[src/rtl/muldiv_pkg.sv]
// muldiv_pkg: shared widths, op/state encodings and a negate helper for the multiply/divide unit
package muldiv_pkg;
  localparam int WIDTH = 32;
  localparam int ITER = 32;
  typedef enum logic [1:0] {OP_MULT = 2'b00, OP_MULTU = 2'b01, OP_DIV = 2'b10, OP_DIVU = 2'b11} op_e;
  typedef enum logic [1:0] {S_IDLE = 2'b00, S_CALC = 2'b01, S_FIX = 2'b10, S_DONE = 2'b11} state_e;
  function automatic logic [WIDTH-1:0] neg_if(input logic n, input logic [WIDTH-1:0] v);
    return n ? -v : v;
  endfunction
endpackage

[src/rtl/muldiv_signfix.sv]
// muldiv_signfix: operand magnitudes on issue and sign correction of the final product/quotient/remainder
module muldiv_signfix
  import muldiv_pkg::*;
(
  input  logic [1:0]         i_op,
  input  logic [WIDTH-1:0]   i_a,
  input  logic [WIDTH-1:0]   i_b,
  output logic [WIDTH-1:0]   o_mag_a,
  output logic [WIDTH-1:0]   o_mag_b,
  output logic               o_sign_a,
  output logic               o_sign_b,
  input  logic               i_div,
  input  logic               i_sa,
  input  logic               i_sb,
  input  logic               i_dz,
  input  logic [2*WIDTH-1:0] i_acc,
  output logic [WIDTH-1:0]   o_hi,
  output logic [WIDTH-1:0]   o_lo
);
  logic               w_signed;
  logic [2*WIDTH-1:0] w_prod;
  assign w_signed = (i_op == OP_MULT) || (i_op == OP_DIV);
  assign o_sign_a = w_signed & i_a[WIDTH-1];
  assign o_sign_b = w_signed & i_b[WIDTH-1];
  // 0x80000000 negates to itself, which is exactly its unsigned magnitude
  assign o_mag_a  = neg_if(o_sign_a, i_a);
  assign o_mag_b  = neg_if(o_sign_b, i_b);
  assign w_prod   = (i_sa ^ i_sb) ? -i_acc : i_acc;
  // remainder follows the dividend; divide-by-zero forces an all-ones quotient
  assign o_hi = i_div ? neg_if(i_sa, i_acc[2*WIDTH-1:WIDTH]) : w_prod[2*WIDTH-1:WIDTH];
  assign o_lo = i_div ? (i_dz ? '1 : neg_if(i_sa ^ i_sb, i_acc[WIDTH-1:0])) : w_prod[WIDTH-1:0];
endmodule

[src/rtl/muldiv_unit.sv]
// muldiv_unit: 33-cycle iterative MULT/MULTU/DIV/DIVU with architectural HI/LO and a pipeline stall
module muldiv_unit #(
  parameter int WIDTH = muldiv_pkg::WIDTH
) (
  input  logic             clk,
  input  logic             reset,
  input  logic             start,
  input  logic [1:0]       op,
  input  logic [WIDTH-1:0] a,
  input  logic [WIDTH-1:0] b,
  input  logic             flush,
  input  logic             wr_hi,
  input  logic             wr_lo,
  input  logic [WIDTH-1:0] wdata,
  output logic             stall,
  output logic             done,
  output logic [WIDTH-1:0] hi,
  output logic [WIDTH-1:0] lo
);
  import muldiv_pkg::*;
  state_e             r_state;
  logic [4:0]         r_cnt;
  logic [2*WIDTH-1:0] r_acc;
  logic [WIDTH-1:0]   r_opnd, r_hi, r_lo;
  logic               r_div, r_sa, r_sb, r_dz;
  logic               w_free, w_sa, w_sb, w_ge;
  logic [WIDTH-1:0]   w_mag_a, w_mag_b, w_fix_hi, w_fix_lo, w_nrem;
  logic [WIDTH:0]     w_sum, w_rem;
  logic [2*WIDTH-1:0] w_step;
  muldiv_signfix u_signfix (
    .i_op(op), .i_a(a), .i_b(b),
    .o_mag_a(w_mag_a), .o_mag_b(w_mag_b), .o_sign_a(w_sa), .o_sign_b(w_sb),
    .i_div(r_div), .i_sa(r_sa), .i_sb(r_sb), .i_dz(r_dz), .i_acc(r_acc),
    .o_hi(w_fix_hi), .o_lo(w_fix_lo)
  );
  assign w_free = (r_state == S_IDLE) || (r_state == S_DONE);
  // multiply: {partial product, multiplier} shifts right; divide: {remainder, quotient} shifts left
  assign w_sum  = {1'b0, r_acc[2*WIDTH-1:WIDTH]} + {1'b0, r_opnd & {WIDTH{r_acc[0]}}};
  assign w_rem  = r_acc[2*WIDTH-1:WIDTH-1];
  assign w_ge   = w_rem >= {1'b0, r_opnd};
  assign w_nrem = w_ge ? w_rem[WIDTH-1:0] - r_opnd : w_rem[WIDTH-1:0];
  assign w_step = r_div ? {w_nrem, r_acc[WIDTH-2:0], w_ge} : {w_sum, r_acc[WIDTH-1:1]};
  always_ff @(posedge clk) begin
    if (reset) begin
      r_state <= S_IDLE;
      r_cnt   <= '0;
      r_acc   <= '0;
      r_opnd  <= '0;
      r_hi    <= '0;
      r_lo    <= '0;
      r_div   <= 1'b0;
      r_sa    <= 1'b0;
      r_sb    <= 1'b0;
      r_dz    <= 1'b0;
    end else begin
      if (w_free && wr_hi) r_hi <= wdata;
      if (w_free && wr_lo) r_lo <= wdata;
      case (r_state)
        S_IDLE, S_DONE: begin
          if (start && !flush) begin
            r_state <= S_CALC;
            r_cnt   <= '0;
            r_div   <= op[1];
            r_sa    <= w_sa;
            r_sb    <= w_sb;
            r_dz    <= (b == '0);
            r_opnd  <= op[1] ? w_mag_b : w_mag_a;
            r_acc   <= {{WIDTH{1'b0}}, op[1] ? w_mag_a : w_mag_b};
          end else r_state <= S_IDLE;
        end
        S_CALC: begin
          if (flush) r_state <= S_IDLE;
          else begin
            r_acc <= w_step;
            r_cnt <= r_cnt + 5'd1;
            if (r_cnt == 5'(ITER-1)) r_state <= S_FIX;
          end
        end
        S_FIX: begin
          if (!flush) begin
            r_hi <= w_fix_hi;
            r_lo <= w_fix_lo;
          end
          r_state <= flush ? S_IDLE : S_DONE;
        end
        default: r_state <= S_IDLE;
      endcase
    end
  end
  assign stall = (r_state == S_CALC) || (r_state == S_FIX);
  assign done  = (r_state == S_DONE);
  assign hi    = r_hi;
  assign lo    = r_lo;
endmodule

[config.mk]
export PLATFORM = sky130hd
export DESIGN_NAME = muldiv_unit
export DESIGN_NICKNAME = d
export VERILOG_FILES = /design/src/rtl/muldiv_pkg.sv /design/src/rtl/muldiv_signfix.sv /design/src/rtl/muldiv_unit.sv
export SDC_FILE = /design/constraint.sdc
export NUM_CORES = 1
export LEC_CHECK = 0
export CORE_UTILIZATION = 55
export CTS_BUF_LIST = sky130_fd_sc_hd__clkbuf_2 sky130_fd_sc_hd__clkbuf_4 sky130_fd_sc_hd__clkbuf_8
export DETAILED_ROUTE_END_ITERATION = 6
export GPL_ROUTABILITY_DRIVEN = 0
export PLACE_DENSITY = 0.75
export REMOVE_ABC_BUFFERS = 1
export SYNTH_ARGS = -nofsm -noshare
export SYNTH_HDL_FRONTEND = slang
export SYNTH_SLANG_ARGS = --single-unit
[constraint.sdc]
create_clock -name clk -period 4.7 [get_ports clk]
set_input_delay 0.94 -clock clk [delete_from_list [all_inputs] [get_ports clk]]
set_output_delay 0.94 -clock clk [all_outputs]
set_load 0.05 [all_outputs]
---- Word level (Yosys, flattened, before mapping) ----
Cells that the tools add are included.
storage, ports and cells
  flip-flop bits (word level) ............. 171
  latch bits .............................. 0
  memory bits (writable) .................. 0
  ROM bits ................................ 0
  input bits .............................. 104
  output and inout bits ................... 66
  logic and storage cells ................. 74
  memories kept ........................... 0
cells by class
  add/sub/neg operators ................... 8
  $mul .................................... 0
  divide/modulo/power cells ............... 0
  magnitude comparators ................... 1
  equality and inequality tests ........... 8
  shifts and indexed selects .............. 0
  mux-type cells .......................... 29
  bitwise gates (word level) .............. 4
  reduce and logical (&&, ||, !) cells .... 14
operator list
  cell                   count
  $mux W32               16
  $mux W64               4
  $neg A32 Y32           4
  $pmux W64 S2           1
  $neg A64 Y64           1
  $add A32 B32 Y33       1
  $ge A33 B32 Y1         1
  $and A32 B32 Y32       1
  $logic_not A32 Y1      1
  $sub A32 B32 Y32       1
  $mux W5                2
  $pmux W5 S2            1
  $eq A2 B2 Y1 const B   3
  $mux W2                3
  $pmux W2 S3            1
  $add A5 B1 Y5 const B  1
  $eq A5 B5 Y1 const B   1
  $logic_not A2 Y1       2
  $ne A2 B2 Y1 const B   2
  $logic_and A1 B1 Y1    3
  $logic_or A1 B1 Y1     3
  $ne A3 B3 Y1 const B   1
  $reduce_and A3 Y1      1
  $and A1 B1 Y1          2
  7 further kinds        7

---- Logic depth before layout (Yosys ltp) ----
Gate-level depths: netlist (run 1).
  word-level depth ........................ 7
  gate-level depth with buffers ........... 14
  gate-level depth less buffers ........... 13

---- By module ----
A second synthesis (run 1) with hierarchy kept.
unflattened totals
  cell total of the unflattened synthesis .. 2132
  area total of the unflattened synthesis .. 15554.9 µm²
modules (own cells, without submodules)
  module          times used  cells an instance  area an instance (µm²)  sequential area each (µm²)
  muldiv_unit     1           1577               12099.1                 3423.3
  muldiv_signfix  1           555                3455.8                  0.0

---- Least setup slack after synthesis (run 1) ----
OpenSTA, ideal clock, no wires.
  path kind ............................... flip-flop to flip-flop
  from .................................... register r_acc[0]
  to ...................................... register r_acc[61]
  setup time .............................. 0.122 ns
  arrival ................................. 3.313 ns
  path slack .............................. 1.265 ns
  cell stages (with the launch flop) ...... 14
  path buffers ............................ 1
  cell sequence ........................... dfxtp_1 inv_1 buf_1 nor2_1 ha_1 a2111oi_0 o21ai_0 o2111ai_1 a31oi_1 or4_1 a31o_2 a21oi_1 xnor2_1 a221o_1
on the way
  word-level cells in the longest chain between the ends .. 5
RTL lines
  item                    RTL line           source
  from (decl)             muldiv_unit.sv:23  logic [2*WIDTH-1:0] r_acc;
  from (signal assigned)  muldiv_unit.sv:68  r_acc <= {{WIDTH{1'b0}}, op[1] ? w_mag_a : w_mag_b};
  from (signal assigned)  muldiv_unit.sv:74  r_acc <= w_step;
  $and A32 B32 Y32        muldiv_unit.sv:38  assign w_sum = {1'b0, r_acc[2*WIDTH-1:WIDTH]} + {1'b0, r_opnd & {WIDTH{r_acc[0]}}};
  $add A32 B32 Y33        muldiv_unit.sv:38
  $mux W64                muldiv_unit.sv:42  assign w_step = r_div ? {w_nrem, r_acc[WIDTH-2:0], w_ge} : {w_sum, r_acc[WIDTH-1:1]};
  $mux W64                muldiv_unit.sv:72  if (flush) r_state <= S_IDLE;
  $pmux W64 S2            muldiv_unit.sv:58  case (r_state)
Every way passes these cells. The select of a mux whose other input is x is not followed.
A chain may end at the register's enable or synchronous reset.

---- Worst setup path in the final report (run 1) ----
Ends and elaborated chain as after synthesis.

==> results of run 1 <==
flip-flops by register name (all words and copies together) (netlist names):
name,flops
hi,32
lo,32
r_acc,64
r_cnt,5
r_div,1
r_dz,1
r_opnd,32
r_sa,1
r_sb,1
r_state,2
worst max path at each step:
stage	startpoint	end	slack (ns)	cells past startpoint
after floorplan	r_state[1]$_SDFFE_PP0P_	r_acc[58]$_SDFFE_PP0P_	-1.07	7
after global placement	b[5]	r_opnd[25]$_SDFFE_PP0P_	0.62	10
after detailed placement	r_acc[0]$_SDFFE_PP0P_	r_acc[61]$_SDFFE_PP0P_	0.57	12
after CTS	r_acc[0]$_SDFFE_PP0P_	r_acc[61]$_SDFFE_PP0P_	0.52	12
after global routing	r_acc[0]$_SDFFE_PP0P_	r_acc[61]$_SDFFE_PP0P_	0.07	12
final	r_acc[0]$_SDFFE_PP0P_	r_acc[61]$_SDFFE_PP0P_	0.46	12
synthesized netlist by cell type, types with 7 or more instances:
library cell / instances / area share
o211ai_1: 22 / 0.011
a311oi_1: 24 / 0.014
buf_1: 21 / 0.0053
a31oi_1: 19 / 0.0080
inv_1: 68 / 0.017
o31ai_1: 30 / 0.015
and3_1: 20 / 0.0085
a221o_1: 8 / 0.0054
dfxtp_1: 171 / 0.23
and2_1: 9 / 0.0038
mux2i_1: 77 / 0.052
nand2_1: 163 / 0.041
nor3_1: 54 / 0.018
o41ai_1: 7 / 0.0041
a21o_1: 31 / 0.016
nor2_1: 223 / 0.057
a211oi_1: 61 / 0.031
a21oi_1: 145 / 0.049
ha_1: 73 / 0.062
a221oi_1: 42 / 0.025
or4_1: 8 / 0.0041
or3_1: 19 / 0.0080
o21ai_0: 93 / 0.031
xnor2_1: 91 / 0.054
nor2b_1: 11 / 0.0047
clkbuf_1: 101 / 0.026
a211o_1: 10 / 0.0059
a22oi_1: 22 / 0.011
nand3_1: 54 / 0.018
nand4_1: 16 / 0.0068
or2_2: 8 / 0.0034
xor2_1: 84 / 0.050
mux2_2: 26 / 0.020
nand2b_1: 28 / 0.012
nor4_1: 16 / 0.0068
power breakdown:
part | switching (mW) | total, mW | internal (mW) | leakage, nW
clock | 0.629 | 1.18 | 0.547 | 0.212
sequential | 0.0877 | 1.61 | 1.52 | 1.40
combinational | 0.820 | 1.34 | 0.524 | 5.26
total | 1.54 | 4.13 | 2.59 | 6.87
cell families after synthesis:
family	Yosys count	synth area share
AND/OR/NAND/NOR	647	0.204
multiplexers	103	0.0719
buffers and inverters	199	0.0522
flip-flops	171	0.232
XOR/XNOR	175	0.104
AO/OA/AOI/OAI	585	0.272
adder cells (fa/ha/maj)	75	0.0645
worst reg2reg max path: cells and delay by family, from the launching register on:
family | cells | cell delay (ns)
and+or+nand+nor | 2 | 0.66
adders and majority gates | 1 | 0.37
AOI/OAI and AO/OA | 7 | 2.29
xor gates and xnor gates | 1 | 0.09
buffers and inverters | 1 | 0.33
DFF | 1 | 0.39
stage by stage:
stage | setup WS (ns) | TNS, ns
6_report | 0.455 | 0
5_1_grt | 0.0690 | 0
4_1_cts | 0.519 | 0
3_5_place_dp | 0.571 | 0
3_3_place_gp | 0.621 | 0
2_1_floorplan | -1.07 | -48.21
layout make-up:
cell class              instances  area, um^2  share of cell area
inverters                      69         259              0.0152
well taps                     335         419              0.0245
multi-input cells            1585       10600               0.621
repair buffers                205        1950               0.114
clock inverters                13         181              0.0106
flip-flops and latches        171        3420               0.200
clock buffers                  18         241              0.0141
routing by layer:
metal / vias up / GRT usage / wire length, um
li1: 7363 / - / -
met1: 7463 / 0.491 / 21500
met2: 879 / 0.603 / 23400
met3: 181 / 0.0582 / 4850
met4: 0 / 0.234 / 3410
met5: - / 0 / 0
==> impl_metrics.json, run 1 <==
{
  "critPathKind": "flop to flop",
  "cts.sinks": 171,
  "tightest_slew_ns": 1.12,
  "cp_slowest_cell": "a2111oi_0",
  "final_common_cell": "nor2_1",
  "fin_hold_ws_ns": 0.459,
  "yosys_warnings": 0,
  "place_area_um2": 16700,
  "post-route-cell-area_um2": 17100,
  "dp_cells": 2365,
  "drt_iter0_markers": 1948,
  "fp.dieH_um": 166,
  "wl_um": 53200,
  "vias": 15900,
  "cp.required_ns": 5.07,
  "fin_skew_ns": 0.0249,
  "cp-end-kind": "flop",
  "core.rowCount": 59,
  "reg2reg_from": "r_acc[0]$_SDFFE_PP0P_",
  "grt-ovfl-total": 0,
  "grt_max_degree": 79,
  "core_area_um2": 26200,
  "outcome": "finished with violations",
  "cts_buffers": 17,
  "setup_viol": 0,
  "worstSkewPairLatency_ns": 0.49,
  "layoutNonFillerInstCount": 2396,
  "power_density_nw_per_um2": 242,
  "final-hold-violation-count": 0,
  "ir_drop_uv": 177,
  "slew_violations": 0,
  "wire_per_inst_um": 22.2,
  "min_to": "r_opnd[16]$_SDFFE_PP0P_",
  "ys_types": 80,
  "dieArea_um2": 27500,
  "clkTransAtPathRegs_ns": 0.11,
  "synthFlopType": "dfxtp_1",
  "violations": "design-rule violations",
  "grt_pass1_wl_um": 83400,
  "drive_above_1_share": 0.0631,
  "avgSynthCellArea_um2": 7.56,
  "crit_chain": "inv_1, nor2_1, ha_1, a2111oi_0, o21ai_0, o2111ai_1, a31oi_1, or4_1, a31o_2, a21oi_1, xnor2_1, a221o_1",
  "antenna_found_initial": 0,
  "path_buf_inv": 1,
  "start_util": 0.564,
  "synth-seq-area-share": 0.232,
  "finish.utilization": 0.652,
  "port_buffers": 169,
  "tritoncts": "built",
  "root_buffer": "clkbuf_8",
  "drv_cap": 0,
  "synth-edff-count": 0,
  "die_w_um": 166,
  "antenna_cells": 0,
  "final_cell_mix": "nor2_1, dfxtp_1, clkdlybuf4s50_1",
  "cp.arrival_ns": 4.61,
  "reg2reg_depth": 12,
  "hold_buffers": 0,
  "fillers": 2310,
  "p_leak_nw": 6.87,
  "min_delay_path_depth": 2,
  "htreeDepth": 4,
  "syn_area_um2": 14800,
  "timing.fmax_mhz": 236,
  "r2r-end": "r_acc[61]$_SDFFE_PP0P_",
  "synth-async-reset-ratio": 0,
  "ys_seq_elements": 171,
  "r2r_slack_ns": 0.46,
  "num_io_pins": 170,
  "cts.repair.resized": 0,
  "hold_path.class": "flop to flop",
  "ant_nets": 0,
  "cp_max_fo": 11,
  "area_growth_pct": 15.6,
  "grt_use_total": 0.382,
  "dpl.hpwl_um": 40500,
  "max_stage_delay_ns": 0.60,
  "drt_pass1_iterations": 7,
  "clockBufferDepth": 2,
  "post-cts-setup-buffers": 0,
  "start_kind": "flop",
  "synth_cells": 1955,
  "hold_start": "r_opnd[16]$_SDFFE_PP0P_",
  "fin_crit_sh": 0.903,
  "nets": 2228,
  "rsz0062_at_grt": "no",
  "via_per_inst": 6.63,
  "drc": 17,
  "cp_top_family": "compound AO/OA/AOI/OAI gates",
  "relSlewSlack": 0.253,
  "final.min_clock_period_ns": 4.24,
  "p_total_mw": 4.13,
  "first_global_vias": 14800
}
(Power assumes the default switching activity.)
==> run 2, diff against run 1 <==
--- a/config.mk
+++ b/config.mk
@@ -5,11 +5,12 @@
 export SDC_FILE = /design/constraint.sdc
 export NUM_CORES = 1
 export LEC_CHECK = 0
+export ABC_AREA = 1
 export CORE_UTILIZATION = 55
 export CTS_BUF_LIST = sky130_fd_sc_hd__clkbuf_2 sky130_fd_sc_hd__clkbuf_4 sky130_fd_sc_hd__clkbuf_8
 export DETAILED_ROUTE_END_ITERATION = 6
 export GPL_ROUTABILITY_DRIVEN = 0
-export PLACE_DENSITY = 0.75
+export PLACE_DENSITY = 0.74
 export REMOVE_ABC_BUFFERS = 1
 export SYNTH_ARGS = -nofsm -noshare
 export SYNTH_HDL_FRONTEND = slang
==> constraint.sdc (replaced) <==
create_clock -name clk -period 4.05 [get_ports clk]
set_input_delay 0.81 -clock clk [delete_from_list [all_inputs] [get_ports clk]]
set_output_delay 0.81 -clock clk [all_outputs]
set_load 0.05 [all_outputs]
==> run 2 against run 1 <==
Register-to-register slack better by 0.37 ns. Maximum frequency rose by 32%. Sequential cell count did not move. Clock-buffer cell count grew 2. Highest routed layer unchanged. Core utilization decreased by 0.91 points. Die area rose by 21%. Global-route usage rose by 3.7 points. Worst hold slack better by 0.032 ns. Critical path type unchanged. The run still ends with design-rule violations left. Sequential share of layout area shrank 3.3 points. Wire length increased by 33%. Clock skew fell by 0.0084 ns.
==> impl_metrics.json, run 2 <==
{
  "hold_path.class": "flop to flop",
  "drv_cap": 0,
  "drt_iter0_markers": 2311,
  "yosysTopAreaCellShare": 0.204,
  "ys_types": 51,
  "min_to": "r_cnt[4]$_SDFFE_PP0P_",
  "relSlewSlack": 0.356,
  "antenna_found_initial": 0,
  "final.setup.worst_slack_ns": 0.825,
  "area_growth_pct": 13.9,
  "synth_cells": 3252,
  "final_common_cell": "nand2_1",
  "largest-register": "r_acc",
  "outcome": "finished with violations",
  "cp_max_fo": 39,
  "worstSkewPairLatency_ns": 0.51,
  "fp.dieH_um": 183,
  "cts_buffers": 17,
  "p_leak_nw": 10.5,
  "synth-async-reset-ratio": 0,
  "critPathKind": "flop to flop",
  "ys_seq_elements": 171,
  "synth_top_family_by_area": "simple AND/OR/NAND/NOR gates",
  "place_area_um2": 20000,
  "synth-xor-area-share": 0.0347,
  "ir_drop_uv": 209,
  "synth.mux.area_fraction": 0,
  "core_area_um2": 31800,
  "grt_pass1_wl_um": 109000,
  "final.min_clock_period_ns": 3.22,
  "yosys.area.top_type": "nand2_1",
  "antenna_cells": 0,
  "grt_use_total": 0.419,
  "min_delay_path_depth": 2,
  "via_per_inst": 5.83,
  "vias": 22200,
  "yosys.area_share.simple": 0.397,
  "drc": 1,
  "die_w_um": 183,
  "drt_pass1_iterations": 7,
  "fin_skew_ns": 0.0165,
  "synthTopCellsByArea": "nand2_1, dfxtp_1, inv_1",
  "slew_violations": 0,
  "largest_register_ff_count": 64,
  "dieArea_um2": 33400,
  "cp.arrival_ns": 3.66,
  "dpl.hpwl_um": 55600,
  "hold_start": "r_cnt[4]$_SDFFE_PP0P_",
  "synth_compound_area_frac": 0.191,
  "tritoncts": "built",
  "pre_cts_slack_ns": 0.825,
  "synthFlopType": "dfxtp_1",
  "power_density_nw_per_um2": 271,
  "port_buffers": 169,
  "post-route-cell-area_um2": 20400,
  "synth-edff-count": 0,
  "final-hold-violation-count": 0,
  "avgSynthCellArea_um2": 5.52,
  "reg2reg_depth": 13,
  "timing.fmax_mhz": 310,
  "fin_hold_ws_ns": 0.490,
  "htreeDepth": 4,
  "wire_per_inst_um": 18.6,
  "violations": "design-rule violations",
  "cts.sinks": 171,
  "tightest_slew_ns": 0.965,
  "first_global_vias": 20100,
  "clockBufferDepth": 2,
  "grt_max_degree": 81,
  "r2r_slack_ns": 0.83,
  "root_buffer": "clkbuf_8",
  "ant_nets": 0,
  "final_cell_mix": "nand2_1, inv_1, nand3_1",
  "grt-ovfl-total": 0,
  "clkTransAtPathRegs_ns": 0.10,
  "hold_buffers": 0,
  "cp.required_ns": 4.49,
  "start_kind": "flop",
  "core.rowCount": 65,
  "start_util": 0.565,
  "fin_crit_sh": 0.796,
  "post-cts-setup-buffers": 0,
  "nets": 3535,
  "cp-end-kind": "flop",
  "rsz0062_at_grt": "no",
  "cts.repair.resized": 0,
  "wl_um": 70700,
  "drive_above_1_share": 0.0383,
  "r2r-end": "r_acc[58]$_SDFFE_PP0P_",
  "synth-seq-area-share": 0.191,
  "ys_top_cells_by_count": "nand2_1, inv_1, nand3_1",
  "yosys_warnings": 0,
  "setup_viol": 0,
  "reg2reg_from": "r_acc[49]$_SDFFE_PP0P_",
  "syn_area_um2": 18000,
  "synthAdderAreaFrac": 0.0531,
  "num_io_pins": 170,
  "synth_most_common_cell": "nand2_1"
}
[run 2: cell types whose count changed in the layout (fill, tap and decap cells not counted), sizes merged, moves of 77 or more]
cell   delta
a21oi    +85
inv     +431
mux2i    -77
nand2   +822
nand3   +243
o21ai   +140
xnor2    -86
[run 2: through the flow]
step | utilization | TNS (ns) | std cells | power [mW]
final | 0.643 | 0 | 3804 | 5.55
after global routing | 0.643 | 0 | 3804 | 5.81
after CTS | 0.643 | 0 | 3804 | 5.49
after detailed placement | 0.628 | 0 | 3772 | 4.04
after global placement | 0.628 | 0 | 3772 | 4.01
after floorplan | - | -14.58 | 3130 | 3.29
[run 2: routing by layer]
| metal | up-vias | part of all wire | track usage | routed length (um) |
|---|---|---|---|---|
| met5 | - | 0 | 0 | 0 |
| met4 | 0 | 0.069 | 0.269 | 4860 |
| met3 | 280 | 0.12 | 0.0864 | 8290 |
| met2 | 1383 | 0.42 | 0.632 | 29600 |
| met1 | 9840 | 0.40 | 0.541 | 28000 |
| li1 | 10700 | - | - | - |
[run 2: worst max-delay path by stage]
stage                                       start                      end  slack [ns]  cells after the start
after floorplan                             flush   r_acc[32]$_SDFFE_PP0P_       -0.66                      9
after global placement                       a[0]  r_opnd[20]$_SDFFE_PP0P_        0.93                     14
after detailed placement                     a[0]  r_opnd[20]$_SDFFE_PP0P_        0.82                     14
after CTS                 r_state[0]$_SDFFE_PP0P_                    stall        0.92                      4
after global routing        r_acc[0]$_SDFFE_PP0P_   r_acc[58]$_SDFFE_PP0P_        0.66                     16
final                      r_acc[49]$_SDFFE_PP0P_   r_acc[58]$_SDFFE_PP0P_        0.83                     13
[run 2: worst max-delay path: stages, from the launching register on]
cell     delay, ns
dfxtp_1       0.70
ha_1          0.37
nand2_1       0.15
nor2_2        0.18
nand2_1       0.08
nor2_1        0.16
nand2_1       0.12
nand2_2       0.10
nor2_4        0.04
nand2_4       0.41
nand2_1       0.09
o21ai_0       0.50
nand2_1       0.10
a21oi_1       0.14
[run 2: layout make-up]
class	count	area (um^2)
well taps	435	544
fillers	3167	11400
inverters	503	1890
flip-flops and latches	171	3420
multi-input cells	2456	12100
repair buffers	207	1980
clock inverters	12	204
clock buffers	20	263
[run 2: kinds of logic after synthesis]
kind of cell / count (synthesis)
xor+xnor: 69
compound gates: 609
buf+inv: 625
flops: 171
simple gates: 1703
fa+ha+maj: 75
[run 2: power by group]
part           internal [mW]  switching (mW)  leakage (nW)
logic                  0.700            1.50          8.83
registers               1.77           0.104          1.40
clock network          0.726           0.745         0.234
total                   3.20            2.35          10.5
